--- src/rtl/tlm_pkg.sv ---
// rtl/tlm_pkg.sv - shared lamp codes, direction, fault code and state types
package tlm_pkg;

    localparam logic [1:0] LAMP_GREEN = 2'b01;
    localparam logic [1:0] LAMP_RED   = 2'b10;

    typedef enum logic [1:0] {
        DIR_E = 2'd0,
        DIR_W = 2'd1,
        DIR_S = 2'd2,
        DIR_N = 2'd3
    } dir_e;

    typedef enum logic [2:0] {
        FC_NONE     = 3'd0,
        FC_ILLEGAL  = 3'd1,
        FC_CONFLICT = 3'd2,
        FC_SEQUENCE = 3'd3,
        FC_DURATION = 3'd4,
        FC_STALL    = 3'd5
    } fault_code_e;

    typedef enum logic [1:0] {
        ST_SYNC  = 2'd0,
        ST_TRACK = 2'd1,
        ST_FAULT = 2'd2
    } state_e;

    // Rotation order is E -> W -> S -> N -> E.
    function automatic logic [1:0] next_dir(input logic [1:0] dir);
        return dir + 2'd1;
    endfunction

endpackage

--- src/rtl/tlm_decode.sv ---
// rtl/tlm_decode.sv - combinational decode of the four lamp codes
module tlm_decode
    import tlm_pkg::*;
(
    input  logic [1:0] light_e,
    input  logic [1:0] light_w,
    input  logic [1:0] light_s,
    input  logic [1:0] light_n,
    output logic       illegal,
    output logic [2:0] green_cnt,
    output logic [1:0] green_idx
);

    logic [7:0] lamps;

    assign lamps = {light_n, light_s, light_w, light_e};

    // Scan from N down to E so the lowest green index wins when several are lit.
    always_comb begin
        illegal   = 1'b0;
        green_cnt = 3'd0;
        green_idx = 2'd0;
        for (int i = 3; i >= 0; i--) begin
            if (lamps[2*i +: 2] == LAMP_GREEN) begin
                green_cnt = green_cnt + 3'd1;
                green_idx = 2'(i);
            end else if (lamps[2*i +: 2] != LAMP_RED) begin
                illegal = 1'b1;
            end
        end
    end

endmodule

--- src/rtl/traffic_light_monitor.sv ---
// rtl/traffic_light_monitor.sv - checks a four-way signal controller's phase sequence and timing
module traffic_light_monitor
    import tlm_pkg::*;
#(
    parameter int GREEN_TICKS = 6,
    parameter int ALLRED_MAX  = 1
) (
    input  logic       clk,
    input  logic       rst,
    input  logic       tick,
    input  logic [1:0] light_e,
    input  logic [1:0] light_w,
    input  logic [1:0] light_s,
    input  logic [1:0] light_n,
    input  logic       clr_fault,
    output logic       synced,
    output logic [1:0] active_dir,
    output logic       fault,
    output logic [2:0] fault_code,
    output logic [7:0] phase_cnt
);

    localparam logic [7:0] GREEN_LIM  = 8'(GREEN_TICKS);
    localparam logic [7:0] ALLRED_LIM = 8'(ALLRED_MAX);

    state_e      state;
    logic [7:0]  tick_cnt;
    logic [7:0]  stall_cnt;
    logic        red_gap;
    logic        sync_seen;
    logic [1:0]  sync_idx;

    logic        illegal;
    logic [2:0]  green_cnt;
    logic [1:0]  green_idx;

    logic        one_green;
    logic [7:0]  tick_nxt;
    logic [7:0]  stall_nxt;
    logic        phase_ok;
    fault_code_e det_code;

    tlm_decode u_decode (
        .light_e   (light_e),
        .light_w   (light_w),
        .light_s   (light_s),
        .light_n   (light_n),
        .illegal   (illegal),
        .green_cnt (green_cnt),
        .green_idx (green_idx)
    );

    // Priority chain encodes ILLEGAL > CONFLICT > SEQUENCE > DURATION > STALL.
    always_comb begin
        one_green = (green_cnt == 3'd1);
        tick_nxt  = (tick_cnt == 8'hff) ? tick_cnt : tick_cnt + 8'd1;
        stall_nxt = (stall_cnt == 8'hff) ? stall_cnt : stall_cnt + 8'd1;
        phase_ok  = 1'b0;
        det_code  = FC_NONE;
        if (illegal) begin
            det_code = FC_ILLEGAL;
        end else if (green_cnt > 3'd1) begin
            det_code = FC_CONFLICT;
        end else if (state == ST_TRACK) begin
            if (one_green && green_idx != active_dir) begin
                if (green_idx != next_dir(active_dir)) begin
                    det_code = FC_SEQUENCE;
                end else if (tick_cnt != GREEN_LIM) begin
                    det_code = FC_DURATION;
                end else begin
                    phase_ok = 1'b1;
                end
            end else if (one_green) begin
                if (red_gap) begin
                    det_code = FC_SEQUENCE;
                end else if (tick && tick_nxt > GREEN_LIM) begin
                    det_code = FC_DURATION;
                end
            end else if (tick && stall_nxt > ALLRED_LIM) begin
                det_code = FC_STALL;
            end
        end
    end

    always_ff @(posedge clk) begin
        if (rst) begin
            state      <= ST_SYNC;
            synced     <= 1'b0;
            active_dir <= DIR_E;
            fault      <= 1'b0;
            fault_code <= FC_NONE;
            phase_cnt  <= 8'd0;
            tick_cnt   <= 8'd0;
            stall_cnt  <= 8'd0;
            red_gap    <= 1'b0;
            sync_seen  <= 1'b0;
            sync_idx   <= 2'd0;
        end else begin
            case (state)
                ST_SYNC: begin
                    if (det_code != FC_NONE) begin
                        state      <= ST_FAULT;
                        fault      <= 1'b1;
                        fault_code <= det_code;
                        synced     <= 1'b0;
                    end else if (one_green) begin
                        if (sync_seen && green_idx != sync_idx) begin
                            state      <= ST_TRACK;
                            synced     <= 1'b1;
                            active_dir <= green_idx;
                            tick_cnt   <= 8'd0;
                            stall_cnt  <= 8'd0;
                            red_gap    <= 1'b0;
                        end else begin
                            sync_idx  <= green_idx;
                            sync_seen <= 1'b1;
                        end
                    end
                end
                ST_TRACK: begin
                    if (det_code != FC_NONE) begin
                        state      <= ST_FAULT;
                        fault      <= 1'b1;
                        fault_code <= det_code;
                        synced     <= 1'b0;
                    end else if (phase_ok) begin
                        active_dir <= green_idx;
                        tick_cnt   <= 8'd0;
                        stall_cnt  <= 8'd0;
                        red_gap    <= 1'b0;
                        phase_cnt  <= phase_cnt + 8'd1;
                    end else if (one_green) begin
                        if (tick) tick_cnt <= tick_nxt;
                    end else begin
                        red_gap <= 1'b1;
                        if (tick) stall_cnt <= stall_nxt;
                    end
                end
                ST_FAULT: begin
                    // Resync from scratch: the last green seen before the fault is not trusted.
                    if (clr_fault) begin
                        state      <= ST_SYNC;
                        fault      <= 1'b0;
                        fault_code <= FC_NONE;
                        tick_cnt   <= 8'd0;
                        stall_cnt  <= 8'd0;
                        red_gap    <= 1'b0;
                        sync_seen  <= 1'b0;
                    end
                end
                default: begin
                    state <= ST_SYNC;
                end
            endcase
        end
    end

endmodule

--- config.mk ---
export PLATFORM = sky130hd
export DESIGN_NAME = traffic_light_monitor
export DESIGN_NICKNAME = d
export VERILOG_FILES = /design/src/rtl/tlm_pkg.sv /design/src/rtl/tlm_decode.sv /design/src/rtl/traffic_light_monitor.sv
export SDC_FILE = /design/constraint.sdc
export NUM_CORES = 1
export LEC_CHECK = 0
export CAP_MARGIN = 25
export CORE_MARGIN = 3
export CORE_UTILIZATION = 56
export DETAILED_ROUTE_END_ITERATION = 16
export GPL_TIMING_DRIVEN = 0
export PLACE_DENSITY_LB_ADDON = 0.25
export SKIP_CTS_REPAIR_TIMING = 1
export SYNTH_ARGS = -nofsm -noshare
export SYNTH_HDL_FRONTEND = slang
export SYNTH_SLANG_ARGS = --single-unit
--- constraint.sdc ---
create_clock -name clk -period 4.7 [get_ports clk]
set_input_delay 0.94 -clock clk [delete_from_list [all_inputs] [get_ports clk]]
set_output_delay 0.94 -clock clk [all_outputs]
set_load 0.05 [all_outputs]
==> results.yml <==
status:
  status: "complete, no violations"
finish:
  seq_area_um2: 741
  multiInputGateArea_um2: 1580
  num_antenna_cells: 0
  nNetsFinal: 328
  drive_gt1_share_pct: 13.0
  final_cells: 358
  fillers: 356
  synthToLayoutAreaGrowth_pct: 17.1
grt:
  grt_pass1_vias: 1951
  overflow: 0
  grt.total_usage_pct: 21.0
  grt_util_met3_pct: 3.93
  antenna_found_initial: 0
  grt_use_met1_pct: 30.7
  grt_max_degree: 14
  grt_pass1_wl_um: 8710
  grt_use_met2_pct: 30.7
  busiest_layer: "met1"
floorplanning:
  die_x_um: 71.6
  die-area_um2: 5130
  die_h_um: 71.6
  placementRows: 23
  ioPinCount: 27
  core_area_um2: 4090
  start_util_pct: 59.0
clock_tree:
  clk_pin_slew_ns: 0.08
  clock-root-buffer: "clkbuf_8"
  clkSinkCount: 37
  numCtsBuffers: 5
  clock_path_buffers: 2
  clk_latency_ns: 0.29
  cts_tree: "built"
  htreeDepth: 2
sta:
  max_freq_ghz: 0.241
  final-setup-viol-count: 0
  period_needed_ns: 4.14
  rsz0062_at_grt: "false"
  fin_tns_setup_ns: 0
  finClkSkew_ns: 0.00694
  tightest_slew_ns: 0.533
  timing.hold.ws_ns: 0.466
  min_period_over_period_pct: 88.2
  hold_violations: 0
  maxSlewHeadroom_pct: 64.2
  maxSlewViolCount: 0
placement:
  hpwlAfterDp_um: 3890
  io_buffers: 26
  dp_cells: 350
  routabilityCongestion: 0.845
detailed_routing:
  drc: 0
  antenna_left: 0
  vias: 2101
  wl_per_cell_um: 14.5
  wl_um: 5180
  detail_route.first_pass.iterations: 4
  via_per_inst: 5.87
  drt_iter0_drc: 116
power:
  total_power_mw: 0.661
  p_per_area_nw_per_um2: 234
  vdd_drop_max_mv: 0.134
  p_leak_nw: 1.10
critical_path:
  cp_data_arrival_time_ns: 4.31
  crit_path_start_kind: "primary input"
  critPathKind: "primary input to flop"
  end_kind: "flop"
  crit_required_ns: 4.87
  worstPathMaxFanout: 6
logic_synthesis:
  ys.flop_type: "dfxtp_1"
  synthCells: 274
  synth_edf_count: 0
  ys_ff_latch: 37
  synth.largest_area_cell: "dfxtp_1"
  avgSynthCellArea_um2: 8.80
  ys_types: 73
  synth_most_common_cell: "dfxtp_1"
  synth.top_cell.area_share_pct: 30.7
  seq_area_frac_synth_pct: 30.7
  synthTopCellsByArea: "dfxtp_1 31%, ha_1 4.7%, and2_1 3.9%, nor2_1 3.6%, nand2_1 2.6%"
  synthTopCellsByCount: "37 x dfxtp_1, 23 x nor2_1, 17 x nand2_1"
  ys_warn_count: 0
  async_flop_share_pct: 0
  synth_nets: 295
  syn_area_um2: 2410
hold_path:
  min_path_type: "flop to flop"
flow_run:
  cap_violations: 0
[power by group]
part / internal, mW / switching [mW]
logic: 0.0477 / 0.0693
registers: 0.316 / 0.00175
clock network: 0.105 / 0.121
total: 0.469 / 0.192
[layout by cell type (no fill, tap or decap), types with 6 or more instances in the layout]
master,netlist,layout
a21oi_1,7,7
a31oi_1,8,8
and2_1,15,15
and3_1,8,8
clkdlybuf4s50_1,0,26
dfxtp_1,37,37
ha_1,9,9
inv_1,13,13
nand2_1,17,17
nand2b_1,9,9
nand3_1,8,8
nand4_1,10,10
nor2_1,23,23
nor2b_1,6,6
nor3_1,8,8
o21ai_0,7,7
xor2_1,6,6
[worst max-delay path, cell delays in order]
cell             delay [ns]
clkdlybuf4s50_1        0.45
inv_1                  0.04
ha_1                   0.20
ha_1                   0.38
xnor2_2                0.29
ha_1                   0.30
nor2b_1                0.12
mux2_4                 0.18
nand3b_4               0.12
a21oi_1                0.40
a22oi_1                0.22
a31oi_1                0.45
o22a_1                 0.20
nor2_1                 0.04
[per-stage QoR]
step / worst slack [ns] / utilization [%] / area [um2]
3_5_place_dp: 0.289 / 66.9 / 2730
5_1_grt: 0.316 / 69.1 / 2820
3_3_place_gp: 0.374 / 66.9 / 2730
2_1_floorplan: 1.05 / - / 2410
4_1_cts: 0.584 / 69.1 / 2820
6_report: 0.557 / 69.1 / 2820
[sequential cells by signal (all words and copies together) (netlist names)]
name,flops
red_gap,1
tick_cnt,8
fault_code,3
active_dir,2
sync_idx,2
sync_seen,1
state,2
phase_cnt,8
stall_cnt,8
fault,1
synced,1
[kinds of logic (layout without fill, tap and decap cells)]
logic type	count (synthesis)	after routing	share of synthesized area, %
compound gates	68	68	24.0
fa+ha+maj	9	9	4.67
buf+inv	20	54	3.94
xor+xnor	11	11	4.31
flops	37	37	30.7
mux	6	6	2.96
simple gates	123	123	29.4
[area by class of cell]
class / count / area share, %
inverter: 13 / 1.73
clock buffer: 5 / 2.44
buffer: 7 / 1.64
tap: 50 / 2.22
sequential: 37 / 26.2
timing repair buffer: 26 / 9.22
clock inverter: 3 / 0.753
multi-input combinational: 217 / 55.8
[metal layers]
layer	wire, um	vias up
met2	2280	36
met5	0	-
li1	-	1083
met3	173	8
met4	68	0
met1	2650	974
[path summary, 6_finish.rpt]
check / end / slack [ns] / start / cells after the start
max: fault_code[0]$_SDFFE_PP0P_ / 0.56 / light_n[1] / 14
min: fault$_SDFFE_PP0P_ / 0.47 / fault$_SDFFE_PP0P_ / 1
max reg2reg: stall_cnt[0]$_SDFFE_PP0P_ / 2.08 / stall_cnt[0]$_SDFFE_PP0P_ / 9
min reg2reg: fault$_SDFFE_PP0P_ / 0.47 / fault$_SDFFE_PP0P_ / 1
Note: power is estimated with default switching activity, not from simulation.
